File: src/rtl/clk_div_nch.sv
// Multi-channel programmable clock/strobe divider: per-channel counter with
// double-buffered divisor, toggle or pulse output, wrap tick and global phase sync.
module clk_div_nch #(
  parameter int N       = 8,
  parameter int CH      = 2,
  parameter int DEF_DIV = 4
) (
  input  logic          i_clk,
  input  logic          i_rst,
  input  logic [CH-1:0] i_en,
  input  logic [CH-1:0] i_mode,
  input  logic [N-1:0]  i_div_in,
  input  logic [CH-1:0] i_div_wr,
  input  logic          i_sync,
  output logic [CH-1:0] o_div_out,
  output logic [CH-1:0] o_tick,
  output logic [CH-1:0] o_pend
);

  localparam logic [N-1:0] LP_DEF_DIV = N'(DEF_DIV);
  localparam logic [N-1:0] LP_ONE     = N'(1);

  for (genvar g = 0; g < CH; g++) begin : g_ch
    logic [N-1:0] r_count;
    logic [N-1:0] r_div;
    logic [N-1:0] r_pdiv;
    logic         r_pend;
    logic         r_out;
    logic         r_tick;
    logic         w_run;
    logic         w_wrap;

    // A zero divisor stalls the channel; only a running channel can wrap.
    assign w_run  = i_en[g] && (r_div != '0);
    assign w_wrap = w_run && (r_count == r_div - LP_ONE);

    always_ff @(posedge i_clk) begin
      if (i_rst) begin
        r_count <= '0;
        r_div   <= LP_DEF_DIV;
        r_pdiv  <= '0;
        r_pend  <= 1'b0;
        r_out   <= 1'b0;
        r_tick  <= 1'b0;
      end else begin
        // NOTE: non-blocking assignments let later statements in this block
        // override earlier defaults; the last one reached on an edge wins.
        r_tick <= 1'b0;
        if (i_sync) begin
          r_count <= '0;
          r_out   <= 1'b0;
          if (r_pend) begin
            r_div  <= r_pdiv;
            r_pend <= 1'b0;
          end
        end else if (!w_run) begin
          if (r_pend) begin
            r_div  <= r_pdiv;
            r_pend <= 1'b0;
            if (!i_en[g]) r_count <= '0;
          end
        end else if (w_wrap) begin
          r_count <= '0;
          r_tick  <= 1'b1;
          r_out   <= i_mode[g] ? 1'b1 : ~r_out;
          if (r_pend) begin
            r_div  <= r_pdiv;
            r_pend <= 1'b0;
          end
        end else begin
          r_count <= r_count + LP_ONE;
          if (i_mode[g]) r_out <= 1'b0;
        end
        // A write always lands last so it survives a same-edge apply.
        if (i_div_wr[g]) begin
          r_pdiv <= i_div_in;
          r_pend <= 1'b1;
        end
      end
    end

    assign o_div_out[g] = r_out;
    assign o_tick[g]    = r_tick;
    assign o_pend[g]    = r_pend;
  end

endmodule
File: config.mk
export PLATFORM = sky130hd
export DESIGN_NAME = clk_div_nch
export DESIGN_NICKNAME = d
export VERILOG_FILES = /design/src/rtl/clk_div_nch.sv
export SDC_FILE = /design/constraint.sdc
export NUM_CORES = 1
export LEC_CHECK = 0
export BUFFER_PORTS_ARGS = -buffer_cell sky130_fd_sc_hd__buf_4
export CORE_MARGIN = 5
export CORE_UTILIZATION = 35
export CTS_CLUSTER_DIAMETER = 50
export CTS_CLUSTER_SIZE = 20
export DETAILED_ROUTE_END_ITERATION = 16
export PLACE_DENSITY_LB_ADDON = 0.08
export SYNTH_ARGS = -nofsm -noshare
export SYNTH_HDL_FRONTEND = slang
export SYNTH_SLANG_ARGS = --single-unit
File: constraint.sdc
create_clock -name i_clk -period 2.9 [get_ports i_clk]
set_input_delay 0.145 -clock i_clk [delete_from_list [all_inputs] [get_ports i_clk]]
set_output_delay 0.145 -clock i_clk [all_outputs]
set_load 0.01 [all_outputs]
# ---- Word-level counts from Yosys, hierarchy flattened
# Cells that the tools add are included.
dict set report word_totals {
  reg_bits 54
  word_cells 77
}
dict set report op_classes {
  add_sub_neg 4
  eq_ne 8
  mux 32
  bitwise 4
  reduce_logical 17
}
# cell n
set ops {}
lappend ops {{2-to-1 mux 8 bit} 16}
lappend ops {{adder 8 x 1 -> 8 bit (second input constant)} 2}
lappend ops {{equality test 8 bit} 2}
lappend ops {{2-to-1 mux 1 bit} 16}
lappend ops {{nonzero test 8 bit} 2}
lappend ops {{subtractor 8 x 1 -> 8 bit (second input constant)} 2}
lappend ops {{inequality test 4 x 3 -> 1 bit (second input constant)} 2}
lappend ops {{AND reduction 2 bit} 4}
lappend ops {{nonzero test 2 bit} 4}
lappend ops {{inequality test 3 x 2 -> 1 bit (second input constant)} 2}
lappend ops {{OR reduction 3 bit} 2}
lappend ops {{logical AND 1 bit} 4}
lappend ops {{inequality test 2 x 1 -> 1 bit (second input constant)} 2}
lappend ops {{inverter 1 bit} 4}
lappend ops {{OR reduction 2 bit} 1}

# ---- Longest topological paths before layout
dict set report logic_depth {
  word_depth 7
  depth_mapped 9
  mapped_depth_nobuf 8
}

# ---- Least setup slack after synthesis
# No wires, ideal clock.
dict set report synth_timing {
  path_type {reg2reg}
  startpoint {register g_ch[0].r_div[0]}
  endpoint {register g_ch[0].r_div[0]}
  setup_ns 0.072
  arrival_ns 2.120
  required_time_ns 2.828
  setup_slack_ns 0.708
  path_stages_with_launch 10
  synth_period_minus_slack_ns 2.192
  path_cell_list {dfxtp_1 inv_1 ha_1 o21ba_1 a221oi_1 a41oi_1 nor4_4 o31a_1 buf_6 mux2i_1}
}
dict set report synth_via {
  elab_chain_len 4
  word_cells_on_any_way 10
  cone_classes {add/sub (1); eq/ne (2); mux (4); reduce/logical (3)}
}
# element line_no
set synth_rtl {}
lappend synth_rtl {{start, declared} 25} ;# logic [N-1:0] r_div;
lappend synth_rtl {{start signal, assigned} 53} ;# r_div <= r_pdiv;
lappend synth_rtl {{start signal, assigned} 58} ;# r_div <= r_pdiv;
lappend synth_rtl {{start signal, assigned} 67} ;# r_div <= r_pdiv;
lappend synth_rtl {{subtractor 8 x 1 -> 8 bit, or another cell as far along} 35} ;# assign w_wrap = w_run && (r_count == r_div - LP_ONE);
lappend synth_rtl {{equality test 8 bit, or another cell as far along} 35}
lappend synth_rtl {{logical AND 1 bit / 2-to-1 mux 8 bit (equally long branches)} {35, 56}}
lappend synth_rtl {{inequality test 3 x 2 -> 1 bit (no source line) / 2-to-1 mux 8 bit (equally long branches)} n/a}
# Parallel ways exist; a longest one is shown, timed or not. The select of a mux whose other input is x is not followed.
# A chain may end at the register's enable or synchronous reset.

# ---- Worst setup path in the final report
dict set report layout_timing {
  startpoint {register g_ch[0].r_div[0]}
  endpoint {register g_ch[0].r_div[1]}
}
dict set report layout_via {
  elab_chain_len 4
  word_cells_on_any_way 8
  cone_classes {add/sub (1); eq/ne (2); mux (2); reduce/logical (3)}
}
# element line_no
set layout_rtl {}
lappend layout_rtl {{subtractor 8 x 1 -> 8 bit / nonzero test 8 bit (equally long branches)} {35, 34}}
lappend layout_rtl {{equality test 8 bit / logical AND 1 bit (equally long branches)} {35, 34}}
lappend layout_rtl {{logical AND 1 bit / 2-to-1 mux 8 bit (equally long branches)} {35, 56}}
lappend layout_rtl {{inequality test 3 x 2 -> 1 bit (no source line) / 2-to-1 mux 8 bit (equally long branches)} n/a}
# Parallel ways exist; a longest one is shown, timed or not.

==> flow_metrics.py <==
metrics = {
    "outcome": {
        "run_status": "finished clean",
    },
    "power_and_ir_drop": {
        "p_comb_share_pct": 12.7,
        "switching_power_mw": 0.375,
        "ir_drop_uv": 213,
        "seq_power_share_pct": 55.4,
        "p_int_mw": 1.05,
        "leakage_nw": 1.27,
        "power_mw": 1.42,
        "p_per_area_nw_per_um2": 443,
        "power_frac_clock_pct": 31.9,
        "switching_share_pct": 26.3,
    },
    "route": {
        "dr.pass1.iters": 4,
        "drt_wl_total_mm": 6.22,
        "dr.first_iter.drc_count": 88,
        "final_antenna_net_count": 0,
        "drc": 0,
        "drt-vias-per-instance": 5.03,
        "wl_per_cell_um": 13.8,
        "via_count": 2265,
    },
    "synthesis": {
        "async_reset_ff_share_pct": 0,
        "syn_inst": 335,
        "synth-seq-area-share_pct": 36.9,
        "synth_edf_count": 0,
        "synth_ff_type": "dfxtp_1",
        "synth.cell_area_um2": 2930,
        "synthesis.nets": 358,
        "synth.distinct_cells": 49,
        "yosys_warnings": 0,
        "ys_ff_latch": 54,
        "avgSynthCellArea_um2": 8.74,
    },
    "sta": {
        "worst_slack_ns": 0.409,
        "setup_viol": 0,
        "max_freq_ghz": 0.401,
        "slew_headroom_pct": 57.4,
        "hold_violations": 0,
        "finalSetupTns_ns": 0,
        "post-route-period-util_pct": 85.9,
        "skew_ns": 0.00617,
        "drv_slew": 0,
        "hold_ws_ns": 0.0228,
        "tightest_slew_ns": 0.636,
        "rsz0062_at_grt": "false",
        "period_minus_slack_ns": 2.49,
    },
    "place": {
        "dp.final_hpwl_mm": 4.56,
        "place_area_um2": 3120,
        "placed_cells": 442,
        "dpl_worst_slack_ns": 0.426,
        "finalWeightedCongestion": 0.790,
        "numPortBuffers": 22,
    },
    "floorplanning": {
        "dieArea_um2": 10300,
        "initial_utilization_pct": 35.8,
        "rows": 33,
        "io_pins": 23,
        "coreArea_um2": 8180,
        "die_y_um": 101,
        "die_width_um": 101,
    },
    "clock_tree": {
        "cts_tree": "built",
        "postCtsSetupBuffers": 0,
        "worstSkewPairLatency_ns": 0.31,
        "cts_max_level": 2,
        "cts_buffer_depth": 2,
        "cts.sinks": 54,
        "numCtsBuffers": 5,
        "cts_resized": 0,
        "clk_pin_slew_ns": 0.10,
        "root_buffer": "clkbuf_8",
        "hold_buffers": 0,
    },
    "cells_and_area": {
        "fillers": 874,
        "syn2layout_area_growth_pct": 9.70,
        "final_layout_size_suffix_gt1_share_pct": 11.9,
        "final_cells": 450,
        "final_common_cell": "dfxtp_1",
        "utilization_pct": 39.3,
        "regArea_um2": 1080,
        "stdcell_area_um2": 3210,
        "multi_input_area_um2": 1690,
        "diodes": 0,
        "fin_nets": 367,
        "layout_common_cells": "dfxtp_1, nor2_1, mux2i_1",
    },
    "worst_hold_path": {
        "min_path_type": "in -> reg",
        "min_path_cells": 2,
        "min_to": "g_ch[0].r_out$_SDFFE_PP0P_",
        "hold_start": "i_mode[0]",
    },
    "setup_path": {
        "startpoint_type": "flip-flop",
        "path_class": "reg -> reg",
        "crit_fanout": 8,
        "regToRegEndpoint": "g_ch[0].r_div[1]$_SDFFE_PP0P_",
        "timing.rr.start": "g_ch[0].r_div[0]$_SDFFE_PP0P_",
        "arrival_ns": 2.72,
        "worst_setup_path_end_kind": "flip-flop",
        "cp.required_ns": 3.13,
        "rrSetupSlack_ns": 0.41,
        "reg2reg_depth": 8,
    },
    "global_routing": {
        "grt_start_max_net_pins": 53,
        "grt_use_total_pct": 12.8,
        "met3_usage_pct": 2.75,
        "grt_pass1_vias": 2179,
        "grt_overflow": 0,
        "use_met1_pct": 18.4,
        "grt-busiest-layer": "met2",
        "antenna_found_initial": 0,
        "grt_util_met2_pct": 19.2,
        "grt_pass1_wl_mm": 10.6,
    },
    "job": {
        "max-cap-violations": 0,
    },
}
## worst max-delay path, cell delays in order, from the launching register on
cell,delay [ns]
dfxtp_1,0.42
inv_1,0.09
ha_1,0.26
o21ba_1,0.19
a221oi_1,0.30
a41oi_1,0.11
nor4_4,0.33
o31a_1,0.48
mux2i_1,0.24
## power groups by stage
stage | logic (mW) | clock network, mW | registers (mW)
6_report | 0.180 | 0.455 | 0.789
4_1_cts | 0.183 | 0.476 | 0.789
3_3_place_gp | 0.183 | 0 | 0.806
5_1_grt | 0.202 | 0.509 | 0.794
3_5_place_dp | 0.183 | 0 | 0.806
2_1_floorplan | 0.140 | 0 | 0.799
## cells by family (layout without fill, tap and decap cells)
family / after synthesis / after routing / synth area share, %
XOR/XNOR: 26 / 26 / 7.77
flip-flops: 54 / 54 / 36.9
adder cells (fa/ha/maj): 6 / 6 / 2.56
AND/OR/NAND/NOR: 151 / 151 / 27.5
AO/OA/AOI/OAI: 35 / 35 / 8.89
multiplexers: 32 / 32 / 10.9
buffers and inverters: 31 / 41 / 5.47
## Yosys cell counts (all sizes together), types with 2 or more instances
master / number / area [um^2]
a31oi: 3 / 18.8
xor2: 13 / 114
and3: 9 / 56.3
nand2: 20 / 75.1
mux2i: 32 / 320
nand4: 3 / 18.8
clkbuf: 11 / 41.3
a21oi: 6 / 30.0
nor3: 8 / 40.0
ha: 6 / 75.1
or2: 5 / 31.3
o21ai: 8 / 40.0
a221oi: 2 / 17.5
inv: 8 / 30.0
nand3b: 5 / 37.5
or3: 2 / 17.5
o31ai: 2 / 15.0
nor2: 40 / 150
nand3: 17 / 85.1
o2111ai: 4 / 41.3
nor4: 6 / 58.8
xnor2: 13 / 114
buf: 12 / 88.8
o21ba: 2 / 20.0
dfxtp: 54 / 1080
nand2b: 30 / 188
## sequential cells by signal (all words and copies together), names as in the netlist
signal / flops
g_ch.r_count: 16
g_ch.r_div: 16
g_ch.r_out: 2
g_ch.r_pdiv: 16
g_ch.r_pend: 2
g_ch.r_tick: 2
## worst max-delay path by stage
stage          slack (ns)  depth (start not counted)                            end                           from
3_3_place_gp         0.53                          8  g_ch[0].r_div[5]$_SDFFE_PP0P_  g_ch[0].r_div[0]$_SDFFE_PP0P_
2_1_floorplan        0.71                          9  g_ch[0].r_div[0]$_SDFFE_PP0P_  g_ch[0].r_div[0]$_SDFFE_PP0P_
5_1_grt              0.18                          8  g_ch[0].r_div[7]$_SDFFE_PP0P_  g_ch[0].r_div[0]$_SDFFE_PP0P_
3_5_place_dp         0.43                          8  g_ch[0].r_div[1]$_SDFFE_PP0P_  g_ch[0].r_div[0]$_SDFFE_PP0P_
4_1_cts              0.40                          8  g_ch[0].r_div[1]$_SDFFE_PP0P_  g_ch[0].r_div[0]$_SDFFE_PP0P_
6_report             0.41                          8  g_ch[0].r_div[1]$_SDFFE_PP0P_  g_ch[0].r_div[0]$_SDFFE_PP0P_
## routing by layer
| layer | vias to the layer above | routed length [um] |
|---|---|---|
| met3 | 4 | 242 |
| met5 | - | 0 |
| met2 | 36 | 2690 |
| met1 | 1060 | 3200 |
| met4 | 0 | 83 |
| li1 | 1165 | - |
## cell type report
type / count / area share [%]
multi-input cells: 250 / 52.5
clock inverters: 1 / 0.273
repair buffers: 25 / 5.84
flip-flops and latches: 54 / 33.6
clock buffers: 7 / 2.69
inverters: 8 / 0.935
well taps: 105 / 4.09
No activity file was read; power rests on OpenSTA's default activity.
